`src/rtl/ryu_pkg.sv`:
```
// Shared types and constants for the Ryu sprite path.
// Used by the sprite fetch stage and the palette.
package ryu_pkg;

  localparam int SPR_W_DEF  = 64;
  localparam int SPR_H_DEF  = 96;
  localparam int FRAMES_DEF = 4;
  localparam int HOLD_DEF   = 6;

  // Magenta key entries: 0, 4, 16..27, 29..31
  localparam logic [31:0] TRANSPARENT = 32'hEFFF_0011;

  typedef enum logic {
    HOLD_ST = 1'b0,
    STEP_ST = 1'b1
  } anim_state_t;

  typedef logic [4:0] ryu_index_t;

  // Sprite art image, addressed by flat ROM address
  function automatic ryu_index_t ryu_art(input logic [31:0] a);
    return 5'(a * 32'd13 + (a >> 5) * 32'd7);
  endfunction

endpackage

```
`src/rtl/ryu_sprite_rom.sv`:
```
// Synchronous sprite ROM, one cycle read latency.
// Holds the 5-bit colour index for every frame/row/column.
module ryu_sprite_rom
  import ryu_pkg::*;
#(
  parameter int AW = 15
) (
  input  logic          clk,
  input  logic          ce_i,
  input  logic [AW-1:0] addr_i,
  output logic [4:0]    data_o
);

  // registered read, advances only with the pixel enable
  always_ff @(posedge clk) begin
    if (ce_i) begin
      data_o <= ryu_art(32'(addr_i));
    end
  end

endmodule

```
`src/rtl/ryu_sprite_fetch.sv`:
```
// Per-pixel sprite fetch: box test, flip, frame select.
// Position/facing/frame are latched per frame to avoid tearing.
module ryu_sprite_fetch
  import ryu_pkg::*;
#(
  parameter int SPR_W  = SPR_W_DEF,
  parameter int SPR_H  = SPR_H_DEF,
  parameter int FRAMES = FRAMES_DEF,
  parameter int HOLD   = HOLD_DEF
) (
  input  logic                      clk,
  input  logic                      reset_n,
  input  logic                      pix_ce,
  input  logic                      frame_start,
  input  logic [9:0]                draw_x,
  input  logic [9:0]                draw_y,
  input  logic [9:0]                pos_x,
  input  logic [9:0]                pos_y,
  input  logic                      flip,
  input  logic                      anim_en,
  output logic [4:0]                index,
  output logic                      pixel_on,
  output logic [$clog2(FRAMES)-1:0] cur_frame
);

  localparam int AW = $clog2(FRAMES * SPR_W * SPR_H);
  localparam int CW = $clog2(SPR_W);
  localparam int FW = $clog2(FRAMES);
  localparam int HW = (HOLD > 1) ? $clog2(HOLD) : 1;

  logic [9:0]         sx_q;
  logic [9:0]         sy_q;
  logic               flip_q;
  anim_state_t        state_q;
  anim_state_t        state_d;
  logic [HW-1:0]      hold_q;
  logic [HW-1:0]      hold_d;
  logic [FW-1:0]      frame_q;
  logic [FW-1:0]      frame_d;
  logic signed [10:0] dx;
  logic signed [10:0] dy;
  logic               in_box;
  logic [CW-1:0]      col;
  logic [AW-1:0]      addr_d;
  logic [AW-1:0]      addr_q;
  logic               in_box_q;
  logic               in_box_d1_q;
  logic [4:0]         rom_data;

  // shadow copy of position and facing, taken at vblank
  always_ff @(posedge clk or negedge reset_n) begin
    if (!reset_n) begin
      sx_q   <= '0;
      sy_q   <= '0;
      flip_q <= 1'b0;
    end else if (frame_start) begin
      sx_q   <= pos_x;
      sy_q   <= pos_y;
      flip_q <= flip;
    end
  end

  // animation state register
  always_ff @(posedge clk or negedge reset_n) begin
    if (!reset_n) begin
      state_q <= HOLD_ST;
      hold_q  <= '0;
      frame_q <= '0;
    end else begin
      state_q <= state_d;
      hold_q  <= hold_d;
      frame_q <= frame_d;
    end
  end

  // animation next state: count vsyncs, step frame on wrap
  always_comb begin
    state_d = state_q;
    hold_d  = hold_q;
    frame_d = frame_q;
    if (state_q == STEP_ST) begin
      state_d = HOLD_ST;
    end
    if (frame_start) begin
      if (!anim_en) begin
        hold_d  = '0;
        state_d = HOLD_ST;
      end else if (hold_q == HW'(HOLD - 1)) begin
        hold_d  = '0;
        state_d = STEP_ST;
        frame_d = (frame_q == FW'(FRAMES - 1))
                ? '0 : frame_q + 1'b1;
      end else begin
        hold_d = hold_q + 1'b1;
      end
    end
  end

  // stage 0 combinational: signed offsets, box test, address
  always_comb begin
    dx = $signed({1'b0, draw_x}) - $signed({1'b0, sx_q});
    dy = $signed({1'b0, draw_y}) - $signed({1'b0, sy_q});
    in_box = !dx[10] && (dx[9:0] < 10'(SPR_W))
          && !dy[10] && (dy[9:0] < 10'(SPR_H));
    col = dx[CW-1:0] ^ {CW{flip_q}};
    addr_d = '0;
    if (in_box) begin
      addr_d = AW'(frame_q) * AW'(SPR_W * SPR_H)
             + AW'(dy[9:0]) * AW'(SPR_W)
             + AW'(col);
    end
  end

  // pipeline registers, frozen while pix_ce is low
  always_ff @(posedge clk or negedge reset_n) begin
    if (!reset_n) begin
      addr_q      <= '0;
      in_box_q    <= 1'b0;
      in_box_d1_q <= 1'b0;
    end else if (pix_ce) begin
      addr_q      <= addr_d;
      in_box_q    <= in_box;
      in_box_d1_q <= in_box_q;
    end
  end

  ryu_sprite_rom #(
    .AW (AW)
  ) u_rom (
    .clk    (clk),
    .ce_i   (pix_ce),
    .addr_i (addr_q),
    .data_o (rom_data)
  );

  // output qualification and colour-key test
  always_comb begin
    index    = in_box_d1_q ? rom_data : 5'd0;
    pixel_on = in_box_d1_q && !TRANSPARENT[index];
  end

  assign cur_frame = frame_q;

endmodule

```
`config.mk`:
```
export PLATFORM = sky130hd
export DESIGN_NAME = ryu_sprite_fetch
export DESIGN_NICKNAME = d
export VERILOG_FILES = /design/src/rtl/ryu_pkg.sv /design/src/rtl/ryu_sprite_rom.sv /design/src/rtl/ryu_sprite_fetch.sv
export SDC_FILE = /design/constraint.sdc
export NUM_CORES = 1
export LEC_CHECK = 0
export CAP_MARGIN = 5
export CORE_MARGIN = 2
export CORE_UTILIZATION = 50
export CTS_CLUSTER_SIZE = 14
export DETAILED_ROUTE_END_ITERATION = 10
export PLACE_DENSITY = 0.76
export SLEW_MARGIN = 15
export SYNTH_ARGS = -nofsm -noshare
export SYNTH_HDL_FRONTEND = slang
export SYNTH_SLANG_ARGS = --single-unit
export TNS_END_PERCENT = 20
```
`constraint.sdc`:
```
create_clock -name clk -period 5 [get_ports clk]
set_input_delay 1 -clock clk [delete_from_list [all_inputs] [get_ports clk]]
set_output_delay 1 -clock clk [all_outputs]
set_load 0.05 [all_outputs]
```
**Word level (Yosys, flattened, before mapping)**

Memories as Yosys holds them, arrays and structs flattened.
Cells that the tools add are included.

- Register bits: 48
- Bits in read-only memories: 32
- Output and inout bits: 8
- Logic and storage cells: 40
- Memories: 1

- $add $sub $neg: 7
- $mul: 3
- Magnitude comparators: 3
- Eq/ne operators: 2
- Muxes and demuxes: 6
- Bitwise operators: 1
- Reduce and logical (&&, ||, !) cells: 8

Memories:

| name | words | width | rd ports | clocked after Yosys merged registers in | wr ports | RTL line | RTL |
|---|---|---|---|---|---|---|---|
| (name not given) | 32 | 1 | 1 | 0 | 0 | ryu_sprite_fetch.sv:139 | `pixel_on = in_box_d1_q && !TRANSPARENT[index];` |

Operators by type and width:

| operator | count |
|---|---|
| 10-bit by 10-bit subtractor with 11-bit output | 2 |
| 10-bit by 7-bit less-than comparator with 1-bit output, second input constant | 2 |
| 15-bit adder | 1 |
| 15-bit by 6-bit adder with 15-bit output | 1 |
| 15-bit by 4-bit multiplier with 5-bit output, second input constant | 1 |
| 15-bit 2-to-1 mux | 1 |
| 10-bit by 3-bit multiplier with 5-bit output, second input constant | 1 |
| 5-bit by 6-bit less-than comparator with 1-bit output, second input constant | 1 |
| 3-bit 2-to-1 mux | 2 |
| 6-bit XOR | 1 |
| 5-bit adder | 1 |
| 5-bit 2-to-1 mux | 1 |
| 1-bit logical AND | 4 |
| 2-bit by 2-bit multiplier with 4-bit output, second input constant | 1 |
| 3-bit by 1-bit adder with 3-bit output, second input constant | 1 |
| 3-bit == test, second input constant | 1 |
| 1-bit zero test | 3 |
| 3-bit AND reduction | 1 |
| 2-bit by 1-bit adder with 2-bit output, second input constant | 1 |
| 2-bit == test, second input constant | 1 |
| 2-bit 2-to-1 mux | 1 |
| 1-bit 2-to-1 mux | 1 |

**Depth between registers and ports, before layout**

- Depth in word-level cells: 6
- Depth in mapped cells: 11

**By module**

A second synthesis with hierarchy kept.

- Cells, all modules: 362
- Area total of the unflattened synthesis: 3502.1 um2

By module, submodules not included:

| module | instances | cells each | area an instance (um2) | seq. area each (um2) |
|---|---|---|---|---|
| ryu_sprite_fetch | 1 | 324 | 2994.1 | 1076.0 |
| ryu_sprite_rom | 1 | 38 | 508.0 | 150.1 |

**Least setup slack after synthesis**

OpenSTA, ideal clock, no wires.

- Path type: in2reg
- Start: input port draw_x[0]
- End: register addr_q[2]
- Setup time: 101 ps
- Arrival time: 2982 ps
- Setup slack: 1917 ps
- Cell stages on the path: 10
- Buffers on the path: 0
- Path through: inv_1 -> ha_1 -> inv_1 -> fa_1 -> a211oi_2 -> o21bai_1 -> a21oi_1 -> xor2_1 -> nand4_1 -> o32ai_1

- Word-level cells in the longest chain between the ends: 6
- Elaborated cells on any way between the ends: 9
- Classes of those cells: add/sub: 2; order compare: 1; mux: 1; bitwise: 1; reduce/logical: 4

RTL lines:

| what | RTL line | RTL |
|---|---|---|
| start: declaration | ryu_sprite_fetch.sv:15 | `input logic [9:0] draw_x,` |
| 10-bit by 10-bit subtractor with 11-bit output (*) | ryu_sprite_fetch.sv:101 | `dx = $signed({1'b0, draw_x}) - $signed({1'b0, sx_q});` |
| parallel branches: the longest is 4 deep, another holds 15-bit by 6-bit adder with 15-bit output | n/a |  |
| 15-bit 2-to-1 mux (*) | ryu_sprite_fetch.sv:107 | `if (in_box) begin` |
| end signal: assignment | ryu_sprite_fetch.sv:121 | `addr_q <= addr_d;` |
| end: declaration | ryu_sprite_fetch.sv:45 | `logic [AW-1:0] addr_q;` |

Mark *: on every way between the ends.
A chain may end at the register's enable or synchronous reset.

**Worst setup path in the final report**

Same ends and word-level chain as after synthesis.

==> results_dict.tcl <==
set metrics [dict create \
    antennaDiodeCount 0 \
    drt_pre_antenna_iters 4 \
    dp_cells 445 \
    switching_power_uw 305 \
    leakage_nw 1.74 \
    timing.final.crit_share_pct 69.6 \
    fin_cells 453 \
    fmaxAchievable_mhz 287 \
    antenna_found_initial 0 \
    root_buffer "clkbuf_8" \
    synthArstFlopShare_pct 88.4 \
    htreeDepth 2 \
    arrival_ns 3.69 \
    rows 28 \
    maxCapViolCount 0 \
    ctsHoldBuffers 0 \
    preCtsSetupSlack_ns 1.18 \
    routed_wl_um 6060 \
    dieArea_um2 6930 \
    cts_num_sinks 43 \
    start_util_pct 52.4 \
    gp_congestion 0.843 \
    setup_ws_ns 1.52 \
    post_drt_wl_per_cell_um 13.4 \
    nNetsFinal 461 \
    period_needed_ns 3.48 \
    synthesis.area_um2 3140 \
    insertion_delay_ns 0.31 \
    fin_skew_ns 0.0107 \
    cts_max_path_buffers 2 \
    die_x_um 83.3 \
    synthDistinctLibCells 51 \
    yosysSeqAreaShare_pct 35.0 \
    rsz0062_at_grt "no" \
    crit_type "input pin to register" \
    cts_setup_buffers 0 \
    grt_overflow 0 \
    cts_resized 0 \
    slew_headroom_pct 41.9 \
    yosys-top-cells-area "dfrtp_1, ha_1, xnor2_1" \
    p_sw_share_pct 33.1 \
    ys_ff_latch 43 \
    numCtsBuffers 5 \
    report.final.hold_viol_count 0 \
    yosysTopAreaCell "dfrtp_1" \
    yosys_most_used_dff "dfrtp_1" \
    viasPerCell 5.44 \
    clkTransAtPathRegs_ns 0.10 \
    mostFrequentLayoutCells "clkdlybuf4s50_1, inv_1, dfrtp_1" \
    grt_start_max_net_pins 44 \
    layout-drive-gt1-share_pct 7.14 \
    dr_total_vias 2463 \
    critical_path_required_ns 5.21 \
    final_core_util_pct 63.7 \
    pwr-share-clk_pct 25.4 \
    start_kind "input pin" \
    top_usage_layer "met2" \
    tns_ns 0 \
    io_pins 54 \
    gr-usage-met2_pct 32.7 \
    status "finished clean" \
    ir_drop_uv 138 \
    area_delta_synth_final_pct 21.4 \
    cp-end-kind "register" \
    mostFrequentLayoutCell "clkdlybuf4s50_1" \
    detail-route-antenna-nets 0 \
    hp-class "register to register" \
    grt_util_met1_pct 24.3 \
    setup_viol 0 \
    power_density_nw_per_um2 242 \
    crit_fanout 6 \
    finalPower_uw 922 \
    drc_errors 0 \
    synthesis.instances 325 \
    synth_edf_count 5 \
    slew_viol_final 0 \
    grt_pass1_vias 2419 \
    yosysWarnings 0 \
    yosysTopAreaCellShare_pct 30.3 \
    p_int_uw 618 \
    comb_power_share_pct 32.7 \
    cts_tree "yes" \
    syn-num-nets 409 \
    syn_avg_cell_area_um2 9.67 \
    hpwl_um 4720 \
    drtIter0Drc 77 \
    seq_power_share_pct 41.9 \
    grt.total_usage_pct 19.1 \
    grtUsageMet3_pct 3.18 \
    io_buffers 53 \
    core_um2 5990 \
    fp.dieH_um 83.3 \
    tightest_slew_ns 0.872 \
    grt_pass1_wl_um 10900 \
]
-- cell type report --
| type | count | area [um2] |
|---|---|---|
| Fill cell | 523 | 2180 |
| Sequential cell | 43 | 1100 |
| Clock inverter | 3 | 25.0 |
| Inverter | 42 | 158 |
| Clock buffer | 5 | 68.8 |
| Multi-Input combinational cell | 231 | 1840 |
| Tap cell | 75 | 93.8 |
| Timing Repair Buffer | 54 | 533 |
-- kinds of logic after synthesis --
kind of cell,share of synthesized area (%)
AO/OA/AOI/OAI,19.4
AND/OR/NAND/NOR,11.2
XOR/XNOR,7.53
flip-flops,35.0
multiplexers,3.50
buffers and inverters,6.53
adder cells (fa/ha/maj),16.8
-- through the flow --
step	area [um2]	hold slack, ns
final	3810	0.517
after global routing	3810	0.540
after global placement	3720	0.474
after floorplan	3140	0.462
after CTS	3810	0.519
after detailed placement	3720	0.502
-- critical path: stages --
cell	delay, ns
clkdlybuf4s50_1	0.40
inv_1	0.06
ha_1	0.16
inv_1	0.05
fa_1	0.42
a211oi_2	0.29
o21bai_1	0.11
a21oi_1	0.18
xor2_1	0.38
nand4_1	0.32
o32ai_1	0.33
-- flip-flops by register name (all words and copies together), names as in the netlist --
name	count
in_box_d1_q	1
sx_q	10
in_box_q	1
hold_q	3
u_rom.data_o	5
flip_q	1
addr_q	10
sy_q	10
cur_frame	2
-- Yosys cell counts (6+ instances only) --
cell type	instances
inv_1	42
mux2_2	8
o31ai_1	7
a21o_1	6
nand3_1	8
dfrtp_1	38
xor2_1	6
o21a_1	6
xnor2_1	21
nand2b_1	6
fa_1	7
a21oi_1	10
clkbuf_1	7
o21ai_0	28
ha_1	31
nand2_1	27
-- power by group through the flow --
stage | Clock, mW | Combinational, mW | Sequential, mW
floorplan | 0 | 0.205 | 0.398
global placement | 0 | 0.297 | 0.393
detailed placement | 0 | 0.303 | 0.394
CTS | 0.242 | 0.304 | 0.387
global route | 0.256 | 0.340 | 0.390
finish | 0.235 | 0.301 | 0.386
-- final timing paths --
| kind | startpoint | end | slack (ns) | depth (start not counted) |
|---|---|---|---|---|
| max | draw_x[0] | addr_q[2]$_DFFE_PN0P_ | 1.52 | 11 |
| min | hold_q[0]$_DFFE_PN0P_ | hold_q[0]$_DFFE_PN0P_ | 0.52 | 1 |
| max reg2reg | addr_q[6]$_DFFE_PN0P_ | u_rom.data_o[4]$_DFFE_PP_ | 1.91 | 8 |
| min reg2reg | hold_q[0]$_DFFE_PN0P_ | hold_q[0]$_DFFE_PN0P_ | 0.52 | 1 |
| max in group asynchronous | reset_n | sy_q[5]$_DFFE_PN0P_ | 3.64 | 1 |
| min in group asynchronous | reset_n | sy_q[6]$_DFFE_PN0P_ | 0.79 | 1 |
-- metal layers --
layer,vias up,routed length (um)
met5,-,0
met4,0,133
met3,13,205
met2,47,2950
met1,1150,2770
li1,1253,-
(Power assumes the default switching activity.)
